File: config.mk
export PLATFORM = sky130hd
export DESIGN_NAME = marine_radar_pulse_packer_flat
export DESIGN_NICKNAME = d
export VERILOG_FILES = /design/src/rtl/marine_radar_pulse_packer_if.sv /design/src/rtl/marine_radar_pulse_packer.sv /design/src/flat_wrapper.sv
export SDC_FILE = /design/constraint.sdc
export NUM_CORES = 1
export LEC_CHECK = 0
export BUFFER_PORTS_ARGS = -buffer_cell sky130_fd_sc_hd__buf_2
export CAP_MARGIN = 30
export CORE_MARGIN = 3
export CORE_UTILIZATION = 50
export DETAILED_ROUTE_END_ITERATION = 10
export PLACE_DENSITY_LB_ADDON = 0.25
export SYNTH_ARGS = -nofsm -noshare
export SYNTH_HDL_FRONTEND = slang
export SYNTH_SLANG_ARGS = --single-unit
export TNS_END_PERCENT = 100
File: constraint.sdc
create_clock -name rxclk -period 6.8 [get_ports rxclk]
set_input_delay 0.34 -clock rxclk [delete_from_list [all_inputs] [get_ports rxclk]]
set_output_delay 0.34 -clock rxclk [all_outputs]
set_load 0.05 [all_outputs]
File: src/rtl/marine_radar_pulse_packer_if.sv
// rtl/marine_radar_pulse_packer_if.sv - sample input and packed word output of the radar pulse packer
interface marine_radar_pulse_packer_if #(
    parameter int SAMPLE_WIDTH = 12
);
    logic                    sample_strobe;
    logic [SAMPLE_WIDTH-1:0] sample;
    logic                    out_strobe;
    logic [15:0]             out_data;

    modport master (
        input  sample_strobe,
        input  sample,
        output out_strobe,
        output out_data
    );

    modport slave (
        output sample_strobe,
        output sample,
        input  out_strobe,
        input  out_data
    );
endinterface

File: src/rtl/marine_radar_pulse_packer.sv
// rtl/marine_radar_pulse_packer.sv - frames each radar trigger into header, video samples and zero pad words
// Optional MARINE_RADAR_PACK8_EN: pack the top 8 bits of two samples per output word.
module marine_radar_pulse_packer #(
    parameter int          SAMPLE_WIDTH = 12,
    parameter int          PKT_WORDS    = 256,
    parameter logic [15:0] MAGIC        = 16'hFEED
) (
    input  logic                           rxclk,
    input  logic                           reset_n,
    input  logic                           enable,
    input  logic                           trigger,
    input  logic [15:0]                    n_samples,
    input  logic [15:0]                    delay,
    output logic                           busy,
    output logic [31:0]                    trig_count,
    output logic [15:0]                    missed_trig,
    marine_radar_pulse_packer_if.master    bus
);
    localparam int WCW = (PKT_WORDS > 1) ? $clog2(PKT_WORDS) : 1;

    typedef enum logic [2:0] {IDLE, HEADER, DELAY, CAPTURE, PAD} state_t;

    state_t          state;
    logic            trig_s1, trig_s2, trig_s3;
    logic            trig_rise;
    logic [15:0]     n_l, d_l;
    logic [15:0]     scnt;
    logic [1:0]      hidx;
    logic [WCW-1:0]  wcnt;
    logic [WCW-1:0]  wcnt_inc;
    logic            last_sample;

`ifdef MARINE_RADAR_PACK8_EN
    logic            phase;
    logic [7:0]      hold;
    logic [7:0]      top8;
    assign top8 = bus.sample[SAMPLE_WIDTH-1 -: 8];
`else
    logic [15:0]     sample_ext;
    always_comb begin
        sample_ext = '0;
        sample_ext[SAMPLE_WIDTH-1:0] = bus.sample;
    end
`endif

    assign trig_rise   = trig_s2 & ~trig_s3;
    assign wcnt_inc    = wcnt + WCW'(1);
    assign last_sample = (scnt == n_l - 16'd1);
    assign busy        = (state != IDLE);

    // s3 is the edge-detect history; only s1/s2 form the synchronizer
    always_ff @(posedge rxclk or negedge reset_n) begin
        if (!reset_n) begin
            trig_s1 <= 1'b0;
            trig_s2 <= 1'b0;
            trig_s3 <= 1'b0;
        end else begin
            trig_s1 <= trigger;
            trig_s2 <= trig_s1;
            trig_s3 <= trig_s2;
        end
    end

    always_ff @(posedge rxclk or negedge reset_n) begin
        if (!reset_n) begin
            state          <= IDLE;
            bus.out_strobe <= 1'b0;
            bus.out_data   <= 16'h0000;
            trig_count     <= 32'd0;
            missed_trig    <= 16'd0;
            n_l            <= 16'd0;
            d_l            <= 16'd0;
            scnt           <= 16'd0;
            hidx           <= 2'd0;
            wcnt           <= '0;
`ifdef MARINE_RADAR_PACK8_EN
            phase          <= 1'b0;
            hold           <= 8'h00;
`endif
        end else begin
            bus.out_strobe <= 1'b0;

            if (trig_rise) begin
                if (state == IDLE && enable) begin
                    trig_count <= trig_count + 32'd1;
                    n_l        <= n_samples;
                    d_l        <= delay;
                    wcnt       <= '0;
                    hidx       <= 2'd0;
                    state      <= HEADER;
                end else if (missed_trig != 16'hFFFF) begin
                    missed_trig <= missed_trig + 16'd1;
                end
            end

            case (state)
                HEADER: begin
                    bus.out_strobe <= 1'b1;
                    wcnt           <= wcnt_inc;
                    hidx           <= hidx + 2'd1;
                    case (hidx)
                        2'd0:    bus.out_data <= MAGIC;
                        2'd1:    bus.out_data <= trig_count[15:0];
                        2'd2:    bus.out_data <= trig_count[31:16];
                        default: bus.out_data <= n_l;
                    endcase
                    if (hidx == 2'd3) begin
                        scnt <= 16'd0;
`ifdef MARINE_RADAR_PACK8_EN
                        phase <= 1'b0;
`endif
                        if (d_l != 16'd0)
                            state <= DELAY;
                        else if (n_l != 16'd0)
                            state <= CAPTURE;
                        else
                            state <= PAD;
                    end
                end

                DELAY: begin
                    if (bus.sample_strobe) begin
                        if (scnt == d_l - 16'd1) begin
                            scnt  <= 16'd0;
                            state <= (n_l != 16'd0) ? CAPTURE : PAD;
                        end else begin
                            scnt <= scnt + 16'd1;
                        end
                    end
                end

                CAPTURE: begin
                    if (bus.sample_strobe) begin
                        scnt <= scnt + 16'd1;
`ifdef MARINE_RADAR_PACK8_EN
                        // Odd counts flush the lone first half on the final strobe
                        if (!phase) begin
                            hold <= top8;
                            if (last_sample) begin
                                bus.out_strobe <= 1'b1;
                                bus.out_data   <= {8'h00, top8};
                                wcnt           <= wcnt_inc;
                            end else begin
                                phase <= 1'b1;
                            end
                        end else begin
                            bus.out_strobe <= 1'b1;
                            bus.out_data   <= {top8, hold};
                            wcnt           <= wcnt_inc;
                            phase          <= 1'b0;
                        end
`else
                        bus.out_strobe <= 1'b1;
                        bus.out_data   <= sample_ext;
                        wcnt           <= wcnt_inc;
`endif
                        if (last_sample)
                            state <= PAD;
                    end
                end

                PAD: begin
                    if (wcnt == '0) begin
                        state <= IDLE;
                    end else begin
                        bus.out_strobe <= 1'b1;
                        bus.out_data   <= 16'h0000;
                        wcnt           <= wcnt_inc;
                        if (wcnt_inc == '0)
                            state <= IDLE;
                    end
                end

                default: ;
            endcase
        end
    end
endmodule

File: src/flat_wrapper.sv
// flat-port wrapper written by rule: the top's interface ports become plain ports
module marine_radar_pulse_packer_flat 
#(
    parameter int          SAMPLE_WIDTH = 12,
    parameter int          PKT_WORDS    = 256,
    parameter logic [15:0] MAGIC        = 16'hFEED
)
  (rxclk, reset_n, enable, trigger, n_samples, delay, busy, trig_count, missed_trig, bus_sample_strobe, bus_sample, bus_out_strobe, bus_out_data);
  marine_radar_pulse_packer_if #(.SAMPLE_WIDTH(SAMPLE_WIDTH)) bus_i ();
  input  logic rxclk;
  input  logic reset_n;
  input  logic enable;
  input  logic trigger;
  input  logic [15:0] n_samples;
  input  logic [15:0] delay;
  output logic busy;
  output logic [31:0] trig_count;
  output logic [15:0] missed_trig;
  input wire logic [$bits(bus_i.sample_strobe)-1:0] bus_sample_strobe;
  input wire logic [$bits(bus_i.sample)-1:0] bus_sample;
  output wire logic [$bits(bus_i.out_strobe)-1:0] bus_out_strobe;
  output wire logic [$bits(bus_i.out_data)-1:0] bus_out_data;
  assign bus_i.sample_strobe = bus_sample_strobe;
  assign bus_i.sample = bus_sample;
  assign bus_out_strobe = bus_i.out_strobe;
  assign bus_out_data = bus_i.out_data;
  marine_radar_pulse_packer #(.SAMPLE_WIDTH(SAMPLE_WIDTH), .PKT_WORDS(PKT_WORDS), .MAGIC(MAGIC)) u_core (.rxclk(rxclk), .reset_n(reset_n), .enable(enable), .trigger(trigger), .n_samples(n_samples), .delay(delay), .busy(busy), .trig_count(trig_count), .missed_trig(missed_trig), .bus(bus_i));
endmodule
==> flow_metrics.py, run 1 <==
metrics = {
    "run_status": {
        "status": "completed",
    },
    "setup_path": {
        "path_cells": "inv_1 > ha_1 > or3_1 > or3_1 > a2111oi_0 > a311o_1 > nand2b_2 > nor3_2 > nor3_1",
        "timing.critical_path.mode_cell": "or3_1",
        "crit_type": "reg2reg",
        "crit_slowest_cell": "nor3_2",
        "critPathLaunchType": "register",
        "cpPeakStageDelay_ps": 600,
        "path_delay_family": "simple AND/OR/NAND/NOR gates",
        "worst-path-buf-inv": 1,
        "arrival_ps": 3720,
        "cp_max_fo": 14,
        "endpoint_kind": "register",
        "cp_data_required_time_ps": 7080,
        "r2r_slack_ps": 3360,
    },
    "placed_design": {
        "placed_area_sq_mm": 0.00802,
        "gp_congestion": 0.904,
        "placed_cells": 1082,
        "hpwl_um": 13900,
        "portBuffers": 114,
    },
    "finish": {
        "multi_input_area_sq_mm": 0.00387,
        "ff_latch_area_sq_mm": 0.00323,
        "stdcell_count": 1114,
        "antennaDiodeCount": 0,
        "nFillCells": 1255,
        "areaGrowthSynthToFinish_pct": 16.7,
        "post-route-util_pct": 60.9,
        "nets": 982,
        "postLayoutCellArea_sq_mm": 0.00862,
        "drive_gt1_share_pct": 18.1,
    },
    "grt": {
        "grt_pass1_wl_um": 32000,
        "grt_pass1_vias": 6043,
        "overflow": 0,
        "antenna_found_initial": 0,
        "grt_usage_pct": 24.7,
        "grt_max_degree": 76,
    },
    "drt": {
        "vias": 6492,
        "wl_per_cell_um": 17.5,
        "drtAntennaViolNets": 0,
        "first_pass_iters": 5,
        "remaining_drc_errors": 0,
        "drt_wl_total_um": 19500,
        "first_iter_violations": 556,
        "vias_per_cell": 5.83,
    },
    "timing": {
        "fin_crit_ps": 3440,
        "period_share_pct": 50.6,
        "fmax_ghz": 0.291,
        "setup_viol": 0,
        "clock_skew_ps": 6.13,
        "grt_setup_unrepaired": "no",
        "maxSlewHeadroom_pct": 39.2,
        "report.final.slew_viol_count": 0,
        "setup_tns_ps": 0,
        "worstMarginPinSlew_ps": 912,
        "final_hold_viol_count": 0,
    },
    "yosys": {
        "synth_common_cells": "nand2_1, dfrtp_1, nor2_1",
        "synth_edf_count": 0,
        "syn-instance-count": 834,
        "synth-main-ff-cell": "dfrtp_1",
        "synth-async-reset-ratio_pct": 100,
        "ys_seq_area_share_pct": 43.7,
        "ys_warn_count": 0,
        "syn_nets": 894,
        "yosysMostFrequentCell": "nand2_1",
        "synth-seq-cells": 129,
        "synth_area_leaders": "dfrtp_1, nand2_1, xnor2_1",
        "synth_top_cell_area_share_pct": 43.7,
        "syn_avg_cell_area_sq_um": 8.85,
        "synth_top_cell_by_area": "dfrtp_1",
        "syn-cell-area_sq_mm": 0.00738,
        "synth.distinct_cells": 70,
    },
    "clock_tree": {
        "cts_resized": 0,
        "cts_buffer_depth": 2,
        "clock_latency_ps": 420,
        "clock-sinks": 129,
        "clockRootBuffer": "clkbuf_16",
        "htreeDepth": 4,
        "clkTransAtPathRegs_ps": 60,
        "cts_tree": "done",
        "cts_buffers": 17,
    },
    "die": {
        "start_util_pct": 52.2,
        "core_sq_mm": 0.0141,
        "io_pins": 115,
        "die_width_um": 128,
        "die-area_sq_mm": 0.0163,
        "row_count": 43,
        "die_h_um": 128,
    },
    "flow_run": {
        "cap_violations": 0,
    },
    "power": {
        "p_leak_nw": 4.16,
        "p_per_area_mw_per_mm2": 215,
        "vdd_drop_max_v": 0.000217,
    },
    "worst_hold_path": {
        "hold_class": "in2reg",
    },
}
==> power by group <==
part           internal (mW)  switching [mW]
Clock                  0.569           0.349
Sequential             0.785          0.0195
Combinational         0.0376          0.0942
==> layout make-up <==
type                    count  area share [%]
clock buffers              20            5.41
flip-flops and latches    129            37.5
inverters                  24            1.05
multi-input cells         631            44.9
repair buffers            119            7.11
clock inverters            11            1.48
well taps                 180            2.61
==> cell usage in the layout, fill, tap and decap left out, types with 4 or more instances in the layout <==
| cell type | synthesis | routed |
|---|---|---|
| o31ai_1 | 5 | 5 |
| o31a_1 | 4 | 4 |
| ha_1 | 11 | 11 |
| a31oi_1 | 8 | 8 |
| or4_1 | 4 | 4 |
| nand3_1 | 39 | 39 |
| o21ai_1 | 9 | 9 |
| nor4_1 | 6 | 6 |
| xor2_1 | 35 | 35 |
| a221oi_1 | 26 | 26 |
| nor2_1 | 61 | 61 |
| nand2_1 | 157 | 157 |
| buf_2 | 5 | 113 |
| and4_1 | 6 | 6 |
| or3_1 | 6 | 6 |
| xnor2_1 | 60 | 60 |
| a21oi_1 | 8 | 8 |
| inv_1 | 21 | 21 |
| clkbuf_16 | 0 | 17 |
| nand4_1 | 25 | 25 |
| nor3_1 | 31 | 31 |
| mux2i_1 | 5 | 5 |
| dfrtp_1 | 129 | 129 |
| and3_1 | 13 | 13 |
| buf_4 | 1 | 5 |
| o211ai_1 | 5 | 5 |
| nor2b_1 | 7 | 7 |
| inv_6 | 0 | 4 |
| and2_1 | 4 | 4 |
| o21ai_0 | 35 | 35 |
==> per-layer routing <==
| layer | global-route usage [%] | part of all wire [%] |
|---|---|---|
| met1 | 36.2 | 48 |
| met2 | 35.6 | 44 |
| met3 | 5.27 | 5.9 |
| met4 | 9.65 | 2.2 |
| met5 | 0 | 0 |
==> path summary, 6_finish.rpt <==
| kind | start | to | cells after the start |
|---|---|---|---|
| setup reg to reg | u_core.d_l[0] | u_core.scnt[9] | 9 |
| hold reg to reg | u_core.trig_s2 | u_core.trig_s3 | 0 |
| max in group asynchronous | reset_n | u_core.n_l[7] | 3 |
| setup / recovery | u_core.d_l[0] | u_core.scnt[9] | 9 |
| min in group asynchronous | reset_n | u_core.wcnt[7] | 2 |
| hold / removal | trigger | u_core.trig_s1 | 1 |
==> sequential cells by signal, summed over array words and instances, names as in the netlist <==
register and flops:
u_core.state 3, u_core.d_l 16, u_core.trig_s2 1, u_core.trig_count 32, u_core.scnt 16, u_core.trig_s3 1
u_core.hidx 2, u_core.bus.out_strobe 1, u_core.wcnt 8, u_core.n_l 16, u_core.trig_s1 1, u_core.bus.out_data 16
u_core.missed_trig 16
==> cells by family after synthesis <==
logic type      synth area share (%)
compound gates                  11.6
xor+xnor                        11.3
fa+ha+maj                       1.86
buf+inv                         3.90
flops                           43.7
mux                             1.14
simple gates                    26.5
==> through the flow <==
step / total power [mW] / hold WS, ps / setup slack (ps)
3_5_place_dp: 0.951 / 370 / 3450
5_1_grt: 1.93 / 17.2 / 3110
4_1_cts: 1.87 / 9.46 / 3410
3_3_place_gp: 0.950 / 356 / 3530
2_1_floorplan: 0.896 / 44.4 / 4130
6_report: 1.85 / 20.7 / 3360
==> worst reg2reg max path, stage by stage, from the launching register on <==
cell	delay, ps
dfrtp_1	520
inv_1	90
ha_1	370
or3_1	450
or3_1	320
a2111oi_0	410
a311o_1	260
nand2b_2	120
nor3_2	600
nor3_1	140
==> timing repair <==
item / 4_1_cts / 5_1_grt
hold buffers: 1 / 0
buffers inserted: 0 / 0
endpoints found under the hold margin: 25 / 0
Power figures use the tool's default switching activity.
==> run 2: changes to the inputs <==
- clock period: 6.8 -> 3.4 ns (I/O delays scaled with it)
==> run 2 against run 1 <==
Effect of this change:
- critical endpoint is now u_core.scnt[4]
- combinational power is 120% higher
- clock skew rose by 3.5 ps
- highest routed layer unchanged
- wire length increased by 1.8%
- critical path depth unchanged
- design area grew 5.0%
- sequential share of layout area down 1.8 points
- die area is the same
- final cell count is 3.6% higher
==> flow_metrics.py, run 2 (synthesized netlist as in run 1, its figures left out) <==
metrics = {
    "grt": {
        "grt_pass1_wl_um": 32700,
        "overflow": 0,
        "grt_usage_pct": 25.1,
        "grt_max_degree": 69,
        "antenna_found_initial": 0,
        "grt_pass1_vias": 6439,
    },
    "drt": {
        "vias": 6662,
        "first_pass_iters": 6,
        "drt_wl_total_um": 19800,
        "drtAntennaViolNets": 0,
        "wl_per_cell_um": 17.2,
        "remaining_drc_errors": 0,
        "first_iter_violations": 552,
        "vias_per_cell": 5.77,
    },
    "power": {
        "p_leak_nw": 4.35,
        "p_per_area_mw_per_mm2": 428,
        "vdd_drop_max_v": 0.000452,
        "total_power_mw": 3.88,
    },
    "worst_hold_path": {
        "min_path_cells": 3,
        "hold_class": "in2reg",
    },
    "timing": {
        "period_share_pct": 87.8,
        "setup_tns_ps": 0,
        "grt_setup_unrepaired": "no",
        "timing.hold.ws_ps": 10.7,
        "setup_viol": 0,
        "fin_crit_ps": 2980,
        "maxSlewHeadroom_pct": 45.5,
        "setup_slack_ps": 416,
        "final_hold_viol_count": 0,
        "worstMarginPinSlew_ps": 818,
        "report.final.slew_viol_count": 0,
        "fmax_ghz": 0.335,
        "clock_skew_ps": 9.62,
    },
    "setup_path": {
        "critPathLaunchType": "register",
        "path_delay_family": "compound AO/OA/AOI/OAI gates",
        "crit_slowest_cell": "dfrtp_1",
        "reg2regPathDepth": 9,
        "endpoint_kind": "register",
        "cp.depth": 9,
        "path_cells": "inv_1 > ha_1 > or3_1 > or3_1 > a2111oi_0 > a311o_1 > nand3_1 > o31ai_2 > o211ai_1",
        "timing.critical_path.mode_cell": "or3_1",
        "crit_type": "reg2reg",
        "cp_max_fo": 11,
        "cpPeakStageDelay_ps": 540,
        "cp_data_required_time_ps": 3680,
        "worst-path-buf-inv": 1,
        "arrival_ps": 3260,
    },
    "placed_design": {
        "hpwl_um": 13600,
        "gp_congestion": 0.861,
        "dp_slack_ps": 482,
        "placed_cells": 1089,
        "portBuffers": 114,
    },
    "clock_tree": {
        "htreeDepth": 4,
        "cts_tree": "done",
        "cts_buffers": 17,
        "clockRootBuffer": "clkbuf_16",
        "clock-sinks": 129,
        "clkTransAtPathRegs_ps": 50,
        "clock_latency_ps": 430,
        "cts_buffer_depth": 2,
    },
    "finish": {
        "top_register": "u_core.trig_count",
        "nets": 1021,
        "ff_latch_area_sq_mm": 0.00323,
        "largest_reg_flops": 32,
        "stdcell_count": 1154,
        "drive_gt1_share_pct": 18.0,
        "nFillCells": 1208,
        "antennaDiodeCount": 0,
        "layout_commonest_cell": "nand2_1",
        "multi_input_area_sq_mm": 0.00387,
        "areaGrowthSynthToFinish_pct": 22.6,
        "final_cell_mix": "nand2_1, dfrtp_1, buf_2",
    },
    "die": {
        "die_h_um": 128,
        "core_sq_mm": 0.0141,
        "die_width_um": 128,
        "row_count": 43,
        "die-area_sq_mm": 0.0163,
        "start_util_pct": 52.2,
        "io_pins": 115,
    },
    "run_status": {
        "status": "completed",
    },
    "flow_run": {
        "cap_violations": 0,
    },
}
run 2: cell types whose count changed in the layout (fill, tap and decap cells not counted), moves of 2 or more:
cell | previous run | this run
dlygate4sd3_1 | 1 | 33
buf_4 | 5 | 11
clkinv_4 | 0 | 4
inv_6 | 4 | 1
bufinv_16 | 2 | 4
clkbuf_1 | 0 | 2
clkinv_2 | 2 | 0
run 2: layout make-up:
class	count	area share [%]
inverter	24	0.995
timing repair buffer	158	11.0
tap	180	2.49
clock inverter	11	1.98
sequential	129	35.7
multi-input combinational	631	42.7
clock buffer	21	5.09
run 2: tightest hold or removal path, delay by kind of cell:
family                 cells  cell delay, ps
buffers and inverters      1              70
AO/OA/AOI/OAI              1              60
AND/OR/NAND/NOR            1              80
run 2: metrics by stage:
step / area (sq um) / utilization [%]
2_1_floorplan: 7380 / -
3_3_place_gp: 8080 / 57.1
3_5_place_dp: 8080 / 57.1
4_1_cts: 9050 / 64.0
5_1_grt: 9050 / 64.0
6_report: 9050 / 64.0
run 2: repair_timing:
item,in CTS,in global routing
resized for setup,0,0
setup buffers,0,0
hold endpoints to repair,93,0
hold buffers,33,0
run 2: worst paths after layout:
kind,start,to,slack [ps]
setup / recovery,u_core.d_l[0],u_core.scnt[4],420
setup reg to reg,u_core.d_l[0],u_core.scnt[4],420
hold / removal,bus_sample[0],u_core.bus.out_data[0],10
max in group asynchronous,reset_n,u_core.missed_trig[13],2180
hold reg to reg,u_core.trig_s1,u_core.trig_s2,350
min in group asynchronous,reset_n,u_core.wcnt[5],380
run 2: where the power goes:
| part | total [mW] | internal (mW) | switching, mW | leakage (nW) |
|---|---|---|---|---|
| registers | 1.61 | 1.57 | 0.0405 | 1.69 |
| clock network | 1.97 | 1.27 | 0.697 | 0.304 |
| logic | 0.295 | 0.101 | 0.195 | 2.36 |
| total | 3.88 | 2.94 | 0.932 | 4.35 |
run 2: metal layers:
layer | share of wire, % | up-vias | track usage, %
li1 | - | 3192 | -
met1 | 47 | 3205 | 35.6
met2 | 46 | 238 | 39.0
met3 | 5.9 | 27 | 5.23
met4 | 1.6 | 0 | 7.07
met5 | 0 | - | 0
